[src/rtl/keypad_encoder.sv]
// 4x4 active-low matrix keypad scanner with press/release debounce.
// Emits a one-shot {1, PREAMBLE, key} code for HOLD_CYCLES clocks per press.
module keypad_encoder #(
    parameter int unsigned COL_DWELL      = 4,
    parameter int unsigned DEBOUNCE_SCANS = 5,
    parameter int unsigned HOLD_CYCLES    = 8,
    parameter logic [2:0]  PREAMBLE       = 3'b101
) (
    input  logic       clk,
    input  logic       rst_n,
    input  logic [3:0] row_n,
    output logic [3:0] col_n,
    output logic [7:0] code,
    output logic       busy
);

    localparam int unsigned DW = $clog2(COL_DWELL) + 1;
    localparam int unsigned MW = $clog2(DEBOUNCE_SCANS) + 1;
    localparam int unsigned HW = $clog2(HOLD_CYCLES) + 1;

    typedef enum logic [1:0] {
        ST_SCAN,
        ST_DEBOUNCE,
        ST_EMIT,
        ST_WAIT_RELEASE
    } state_e;

    state_e          state_q, state_d;
    logic [3:0]      sync1_q, rs_q;
    logic [DW-1:0]   dwell_q, dwell_d;
    logic [MW-1:0]   match_q, match_d;
    logic [MW-1:0]   rel_q, rel_d;
    logic [HW-1:0]   hold_q, hold_d;
    logic [3:0]      key_q, key_d;
    logic [3:0]      col_n_q, col_n_d;
    logic [7:0]      code_q, code_d;
    logic            busy_q, busy_d;

    logic            sample;
    logic            any_low;
    logic [1:0]      low_row;
    logic [1:0]      col_idx;
    logic [3:0]      col_rot;
    logic [MW-1:0]   match_inc, rel_inc;

    always_comb begin
        sample    = (dwell_q == DW'(COL_DWELL - 1));
        any_low   = (rs_q != 4'hF);
        col_rot   = {col_n_q[2:0], col_n_q[3]};
        match_inc = MW'(match_q + MW'(1));
        rel_inc   = MW'(rel_q + MW'(1));

        // Lowest-indexed low row wins
        if (!rs_q[0])      low_row = 2'd0;
        else if (!rs_q[1]) low_row = 2'd1;
        else if (!rs_q[2]) low_row = 2'd2;
        else               low_row = 2'd3;

        case (col_n_q)
            4'b1101: col_idx = 2'd1;
            4'b1011: col_idx = 2'd2;
            4'b0111: col_idx = 2'd3;
            default: col_idx = 2'd0;
        endcase
    end

    // Next-state and registered-output logic
    always_comb begin
        state_d = state_q;
        dwell_d = sample ? '0 : DW'(dwell_q + DW'(1));
        match_d = match_q;
        rel_d   = rel_q;
        hold_d  = hold_q;
        key_d   = key_q;
        col_n_d = col_n_q;
        code_d  = code_q;

        case (state_q)
            ST_SCAN: begin
                code_d = 8'h00;
                if (sample) begin
                    if (!any_low) begin
                        col_n_d = col_rot;
                    end else begin
                        key_d   = {col_idx, low_row};
                        match_d = MW'(1);
                        state_d = ST_DEBOUNCE;
                    end
                end
            end
            ST_DEBOUNCE: begin
                if (sample) begin
                    if (any_low && (low_row == key_q[1:0])) begin
                        match_d = match_inc;
                        if (match_inc == MW'(DEBOUNCE_SCANS)) begin
                            state_d = ST_EMIT;
                            hold_d  = HW'(1);
                            code_d  = {1'b1, PREAMBLE, key_q};
                        end
                    end else begin
                        match_d = '0;
                        col_n_d = col_rot;
                        state_d = ST_SCAN;
                    end
                end
            end
            ST_EMIT: begin
                if (hold_q == HW'(HOLD_CYCLES)) begin
                    code_d  = 8'h00;
                    hold_d  = '0;
                    match_d = '0;
                    rel_d   = '0;
                    state_d = ST_WAIT_RELEASE;
                end else begin
                    hold_d = HW'(hold_q + HW'(1));
                end
            end
            ST_WAIT_RELEASE: begin
                code_d = 8'h00;
                if (sample) begin
                    if (rs_q[key_q[1:0]]) begin
                        if (rel_inc == MW'(DEBOUNCE_SCANS)) begin
                            rel_d   = '0;
                            col_n_d = col_rot;
                            state_d = ST_SCAN;
                        end else begin
                            rel_d = rel_inc;
                        end
                    end else begin
                        rel_d = '0;
                    end
                end
            end
            default: begin
                state_d = ST_SCAN;
                code_d  = 8'h00;
            end
        endcase

        busy_d = (state_d != ST_SCAN);
    end

    always_ff @(posedge clk or negedge rst_n) begin
        if (!rst_n) begin
            state_q <= ST_SCAN;
            sync1_q <= 4'hF;
            rs_q    <= 4'hF;
            dwell_q <= '0;
            match_q <= '0;
            rel_q   <= '0;
            hold_q  <= '0;
            key_q   <= '0;
            col_n_q <= 4'b1110;
            code_q  <= 8'h00;
            busy_q  <= 1'b0;
        end else begin
            state_q <= state_d;
            sync1_q <= row_n;
            rs_q    <= sync1_q;
            dwell_q <= dwell_d;
            match_q <= match_d;
            rel_q   <= rel_d;
            hold_q  <= hold_d;
            key_q   <= key_d;
            col_n_q <= col_n_d;
            code_q  <= code_d;
            busy_q  <= busy_d;
        end
    end

    assign col_n = col_n_q;
    assign code  = code_q;
    assign busy  = busy_q;

endmodule
[config.mk]
export PLATFORM = sky130hd
export DESIGN_NAME = keypad_encoder
export DESIGN_NICKNAME = d
export VERILOG_FILES = /design/src/rtl/keypad_encoder.sv
export SDC_FILE = /design/constraint.sdc
export NUM_CORES = 1
export LEC_CHECK = 0
export CAP_MARGIN = 25
export CORE_UTILIZATION = 39
export DETAILED_ROUTE_END_ITERATION = 10
export GPL_TIMING_DRIVEN = 1
export SYNTH_ARGS = -nofsm -noshare
export SYNTH_HDL_FRONTEND = slang
export SYNTH_SLANG_ARGS = --single-unit
[constraint.sdc]
create_clock -name clk -period 2.4 [get_ports clk]
set_input_delay 0.6 -clock clk [delete_from_list [all_inputs] [get_ports clk]]
set_output_delay 0.6 -clock clk [all_outputs]
set_load 0.02 [all_outputs]
; ---- Word level (Yosys, flattened, before mapping)
; Index checks and enable logic that the tools add are counted.
[classes]
mux = 45
shift = 0
reduce_logical = 14
div_mod_pow = 0
add_sub_neg = 4
eq_ne = 23
n_lt_le_gt_ge = 1
multipliers = 0
n_bitwise = 0
[ops]
columns = op, n
row1 = $mux 4, 19
row2 = $mux 8, 4
row3 = $pmux 4 s3, 2
row4 = $pmux 8 s3, 1
row5 = $mux 2, 11
row6 = $ne 2x2->1 const B, 11
row7 = $pmux 4 s2, 2
row8 = $add 4x1->4 const B, 3
row9 = $eq 4x3->1 const B, 3
row10 = $eq 4x4->1 const B, 3
row11 = $pmux 2 s4, 1
row12 = $reduce_and 4->1, 2
row13 = $reduce_and 8->1, 1
row14 = $pmux 2 s3, 1
row15 = $reduce_and 3->1, 2
row16 = $reduce_bool 2->1, 3
row17 = $reduce_bool 3->1, 2
row18 = $reduce_and 5->1, 1
row19 = $eq 2x2->1 const B, 2
row20 = $ne 4x4->1 const B, 1
row21 = $add 3x1->3 const B, 1
row22 = $eq 3x2->1 const B, 1
row23 = $lt 2x3->1 const B, 1
row24 = $mux 3, 1
row25 = other kinds (7), 8
[totals]
romBits = 0
ram_bits = 0
out_inout_bits = 13
mem_count = 0
word_cells = 98
inputBits = 6
latchBits = 0
reg_bits = 42

; ---- Logic depth before layout (Yosys ltp)
; Gate-level depths: netlist of the first run.
[logic_depth]
ltp_word = 9
ltp_mapped = 7

; ---- Worst setup path after synthesis of the first run
; OpenSTA, ideal clock, no wires.
[synth_timing]
path_kind = reg2reg
start = reg rel_q[0]
end = reg col_n_q[0], in the netlist col_n[0]
setup_slack_ps = 345
arrival_time_ps = 1928
period_less_slack_ps = 2055
stages_incl_launch_ff = 7
cell_sequence = dfrtp_1 -> ha_1 -> nand3b_1 -> o31ai_4 -> a41oi_2 -> or3b_4 -> mux2_1
[synth_between]
elab_chain_len = 4
[synth_rtl]
columns = element, line
row1 = start: declaration, 32  ; logic [MW-1:0] rel_q, rel_d;
row2 = start signal: assignment, 162  ; rel_q <= rel_d;
row3 = $add 4x1->4, 51  ; rel_inc = MW'(rel_q + MW'(1));
row4 = $eq 4x3->1, 122  ; if (rel_inc == MW'(DEBOUNCE_SCANS)) begin
row5 = $ne 2x2->1 (no line), n/a
row6 = $reduce_and 8->1 (no line), n/a
row7 = end signal: assignment, 165  ; col_n_q <= col_n_d;
row8 = end: declaration, 35  ; logic [3:0] col_n_q, col_n_d;
; Every way passes these cells.
; A chain may end at the register's enable or synchronous reset.

; ---- Worst setup path after layout of the first run
; Ends and elaborated chain as after synthesis.

==> key figures, run 1 <==
Outcome
  • Status: complete, no violations

Yosys
  • Net count after synthesis: 236
  • Post-synthesis sequential area ratio: 0.454
  • Mapped cell area: 2180 µm²
  • Unique masters post-synth: 53
  • Top-area cell type share of the netlist area: 0.322
  • Area contributors post-synth: dfrtp_1, dfstp_2, ha_1, nand2_1, o21ai_0
  • Top_reg_cell synth: dfrtp_1
  • Synth warn: 0
  • EDFF count, synth: 0
  • Syn avg cell area: 9.99 µm²
  • Count leader, synth: dfrtp_1
  • Yosys top cell by area: dfrtp_1
  • Post-synth top cells: dfrtp_1, nand2_1, o21ai_0
  • FF+latch count, synth: 39
  • Synthesized instance count: 218
  • Asr flop ratio synth: 1.00

Route
  • DRT antenna net count: 0
  • Initial DRC count: 75
  • Total Wirelength: 4.25 mm
  • Drt first pass iters: 4
  • Post-DR vias/cell: 5.26
  • # DRC: 0
  • Via count: 1636
  • Wirelength per Cell: 13.7 µm

CTS
  • CTS tree: built
  • Num Clock Sinks: 39
  • Clock transition at path regs: 0.09 ns
  • CTS Buffer Depth: 2
  • Hold_buf cts: 0
  • Root buf cell: clkbuf_8
  • Setup bufs post-CTS: 0
  • Clock H-tree levels: 2
  • Post-CTS Resized: 0
  • Cts bufs inserted: 5
  • Clock latency at the later pin of the worst-skew pair: 0.30 ns

Global routing
  • Global Route Usage Sum: 0.161
  • Pin count of the biggest net entering global routing: 25
  • Initial antenna violation count: 0
  • Global route overflow: 0
  • Vias in the first global route: 1543
  • First-pass GRT wire length: 7.45 mm

Die
  • Rows: 26
  • Ports: 19
  • Die area: 5890 µm²
  • Die W: 76.7 µm
  • Core Area: 5240 µm²
  • Die Y: 76.7 µm
  • Initial Util: 0.416

Setup path
  • Worst path cell trace: ha_1 > nand3b_1 > o31ai_4 > a41oi_2 > or3b_4 > mux2_1
  • Setup crit start: rel_q[0]$_DFFE_PN0P_
  • Crit-path slowest cell: dfrtp_1
  • Type of origin of the critical path: flop
  • Buf/Inv on CP: 0
  • Reg-to-reg slack, setup: 0.21 ns
  • Largest delay share family, worst path: simple AND/OR/NAND/NOR gates
  • Crit path max fanout: 7
  • Crit Path Class: flop to flop
  • R2R Path End: col_n[0]$_DFFE_PN0P_
  • RR Startpoint: rel_q[0]$_DFFE_PN0P_
  • WP depth: 6
  • Critical path required time: 2.59 ns
  • CP Capture Type: flop
  • CP endpoint: col_n[0]$_DFFE_PN0P_
  • Worst R2R Path Depth: 6
  • CP arrival: 2.38 ns
  • CP max stage delay: 0.45 ns

Placed design
  • GP Congestion: 0.806
  • Dpl hpwl: 3.14 mm
  • DP Area: 2430 µm²
  • Port Buffer Count: 17
  • Dpl ws: 0.232 ns

Min path
  • Worst Hold Class: input port to asynchronous set/reset pin

STA
  • Final Worst Setup Slack: 0.210 ns
  • Final period util: 0.913
  • # setup viols final: 0
  • Setup_tns: 0 ns
  • Period minus WS final: 2.19 ns
  • Tightest Pin Transition: 0.513 ns
  • Clock Skew: 0.0104 ns
  • Peak Freq: 457 MHz
  • RSZ-0062 raised after global routing: false
  • Max Slew Vio Count: 0
  • Final hold vios: 0
  • Worst rel slew slack: 0.658

Cells and area
  • Syn-to-layout area delta: 16.7%
  • Final instance area: 2540 µm²
  • Layout cells sized above 1: 0.141
  • Nets: 258
  • Antenna Diode Count: 0
  • Final Util: 0.485

Flow run
  • Max-cap violations: 0

Power and ir drop
  • Total power: 1.86 mW
  • Pwr Density: 730 nW/µm²
  • VDD IR max: 368 µV
  • Leak: 1.03 nW
[sequential cells by signal, indices dropped and copies added, names as in the netlist]
signal	cells
col_n	4
match_q	4
code	5
rs_q	4
dwell_q	3
hold_q	4
sync1_q	4
state_q	2
busy	1
rel_q	4
key_q	4
[layout make-up]
type	count	area, µm²
Fill cell	498	2700
Multi-Input combinational cell	157	1090
Sequential cell	39	990
Timing Repair Buffer	24	218
Clock buffer	6	93.8
Tap cell	70	87.6
Inverter	13	48.8
Clock inverter	2	17.5
[worst min path at each step]
stage / slack, ns / cells past startpoint / start / endpoint
final: 0.26 / 1 / rst_n / dwell_q[0]$_DFF_PN0_
after global routing: 0.29 / 1 / rst_n / dwell_q[1]$_DFF_PN0_
after CTS: 0.26 / 1 / rst_n / dwell_q[0]$_DFF_PN0_
after detailed placement: 0.35 / 0 / sync1_q[2]$_DFF_PN1_ / rs_q[2]$_DFF_PN1_
after global placement: 0.35 / 0 / sync1_q[1]$_DFF_PN1_ / rs_q[1]$_DFF_PN1_
after floorplan: 0.30 / 0 / rst_n / busy$_DFF_PN0_
[cells by family (layout without fill, tap and decap cells)]
group,after synthesis,in the layout,synth area share
compound gates,56,56,0.188
xor+xnor,3,3,0.0121
flops,39,39,0.454
mux,5,5,0.0310
simple gates,80,80,0.197
buf+inv,22,45,0.0471
other cells,1,1,0.00172
fa+ha+maj,12,12,0.0689
[metal layers]
metal,up-vias,routed length [µm],GRT usage,share of wire
met5,-,0,0,0
met4,0,38,0.0577,0.0089
met3,4,156,0.0500,0.037
met2,33,1910,0.245,0.45
met1,766,2150,0.216,0.51
li1,833,-,-,-
[worst reg2reg max path, cell delays in order, from the launching register on]
cell and delay [ns]:
dfrtp_1 0.45, ha_1 0.26, nand3b_1 0.20, o31ai_4 0.23, a41oi_2 0.17, or3b_4 0.44
mux2_1 0.32
[cell usage in the layout, fill, tap and decap left out, types with 2 or more instances in the layout]
cell,instances
a211oi_1,3
a21oi_1,6
and2_1,6
and3b_1,3
buf_4,7
clkbuf_8,5
clkdlybuf4s50_1,16
dfrtp_1,28
dfstp_2,11
ha_1,12
inv_1,13
mux2_1,4
nand2_1,23
nand2b_1,4
nand3_1,11
nand3b_1,3
nand4_1,8
nor2_1,9
nor3_1,4
o211ai_1,8
o21a_1,3
o21ai_0,16
o21ai_1,2
or3_1,4
xor2_1,2
[report_power, final]
part | switching, mW | internal, mW | leakage [nW]
sequential | 0.0594 | 0.720 | 0.488
clock | 0.260 | 0.273 | 0.0569
combinational | 0.318 | 0.226 | 0.486
[metrics by stage]
stage	hold slack, ns	cells
after CTS	0.262	311
after global placement	0.346	303
after floorplan	0.304	218
after global routing	0.291	311
final	0.255	311
after detailed placement	0.347	303
(Power assumes the default switching activity.)
==> run 2, diff against run 1 <==
- CTS_CLUSTER_DIAMETER: not set -> 80
- clock period: 2.4 -> 2.55 ns (I/O delays scaled with it)
==> run 2 against run 1 <==
First-iteration DRC count rose by 41%. Combinational power fell by 11%. Critical path depth did not move. Global-route usage rose by 0.28 points. Sequential cell count did not move. Via count rose by 0.49%. Count of clock-buffer cells in the layout did not move. Maximum frequency fell by 0.95%. Largest cell class unchanged.
==> key figures, run 2 (same netlist as run 1, synthesis figures left out) <==
Outcome
  • Status: complete, no violations

Placed design
  • GP Congestion: 0.817
  • Dpl cells: 299
  • Port Buffer Count: 17
  • Dpl hpwl: 3.09 mm

STA
  • Clock Skew: 0.00882 ns
  • Worst rel slew slack: 0.443
  • RSZ-0062 raised after global routing: false
  • Period minus WS final: 2.21 ns
  • Final period util: 0.867
  • Max Slew Vio Count: 0
  • # setup viols final: 0
  • Final Hold Slack: 0.354 ns
  • Final hold vios: 0
  • Peak Freq: 452 MHz
  • Setup_tns: 0 ns
  • Tightest Pin Transition: 0.835 ns

Setup path
  • Reg-to-reg slack, setup: 0.34 ns
  • Worst path cell trace: ha_1 > nand3b_1 > o31ai_4 > a41oi_2 > or3b_4 > mux2_1
  • Largest delay share family, worst path: simple AND/OR/NAND/NOR gates
  • CP max stage delay: 0.44 ns
  • CP Capture Type: flop
  • CP arrival: 2.39 ns
  • Buf/Inv on CP: 0
  • Critical path required time: 2.73 ns
  • Crit Path Class: flop to flop
  • Type of origin of the critical path: flop
  • Crit path max fanout: 7
  • Crit-path slowest cell: dfrtp_1

Die
  • Ports: 19
  • Rows: 26
  • Core Area: 5240 µm²
  • Die area: 5890 µm²
  • Initial Util: 0.416
  • Die W: 76.7 µm
  • Die Y: 76.7 µm

Route
  • Wirelength per Cell: 13.9 µm
  • Via count: 1644
  • Drt first pass iters: 4
  • Post-DR vias/cell: 5.36
  • Total Wirelength: 4.25 mm
  • # DRC: 0
  • DRT antenna net count: 0
  • Initial DRC count: 106

CTS
  • Cts bufs inserted: 5
  • Clock latency at the later pin of the worst-skew pair: 0.30 ns
  • Setup bufs post-CTS: 0
  • CTS tree: built
  • Num Clock Sinks: 39
  • CTS Buffer Depth: 2
  • Post-CTS Resized: 0
  • Clock transition at path regs: 0.09 ns
  • Clock H-tree levels: 2
  • Root buf cell: clkbuf_8
  • Hold_buf cts: 0

Cells and area
  • Commonest non-fill, non-tap cell in the layout: dfrtp_1
  • Final Util: 0.479
  • Syn-to-layout area delta: 15.2%
  • Most frequent cells in the layout: dfrtp_1, nand2_1, o21ai_0, clkdlybuf4s50_1, inv_1
  • Layout cells sized above 1: 0.127
  • Largest register FFs: 5
  • Antenna Diode Count: 0
  • Final Non-Filler Cells: 307
  • Nets: 254

Flow run
  • Max-cap violations: 0

Global routing
  • Global Route Usage Sum: 0.164
  • Pin count of the biggest net entering global routing: 40
  • Global route overflow: 0
  • Vias in the first global route: 1539
  • First-pass GRT wire length: 7.53 mm
  • Initial antenna violation count: 0

Power and ir drop
  • Total power: 1.71 mW
  • Pwr Density: 681 nW/µm²
  • Leak: 1.01 nW
  • VDD IR max: 270 µV

Min path
  • Worst Hold Class: flop to flop
## run 2: final timing paths
kind,cells past startpoint,to,from
max,6,col_n[0]$_DFFE_PN0P_,rel_q[0]$_DFFE_PN0P_
min,0,rs_q[3]$_DFF_PN1_,sync1_q[3]$_DFF_PN1_
max reg2reg,6,col_n[0]$_DFFE_PN0P_,rel_q[0]$_DFFE_PN0P_
min reg2reg,0,rs_q[3]$_DFF_PN1_,sync1_q[3]$_DFF_PN1_
max in group asynchronous,1,hold_q[2]$_DFFE_PN0P_,rst_n
min in group asynchronous,1,key_q[0]$_DFFE_PN0P_,rst_n
## run 2: cell type report
class	instances	area, µm²
clock buffers	6	93.8
multi-input cells	157	1090
clock inverters	2	15.0
flip-flops and latches	39	990
repair buffers	20	188
inverters	13	48.8
fillers	485	2730
well taps	70	87.6
## run 2: metal layers
metal / global-route usage / vias to the layer above / wire length [µm]
met2: 0.246 / 25 / 1970
met5: 0 / - / 0
li1: - / 823 / -
met4: 0.0635 / 0 / 66
met3: 0.0357 / 6 / 126
met1: 0.230 / 790 / 2090
## run 2: power breakdown
part	total, mW	switching (mW)	internal, mW
Sequential	0.736	0.0588	0.678
Combinational	0.481	0.289	0.192
Clock	0.490	0.234	0.256
Total	1.71	0.582	1.13
## run 2: through the flow
step / cell area [µm²] / setup slack, ns
floorplan: 2180 / 0.495
finish: 2510 / 0.339
global placement: 2400 / 0.412
CTS: 2510 / 0.331
global route: 2510 / 0.161
detailed placement: 2400 / 0.337
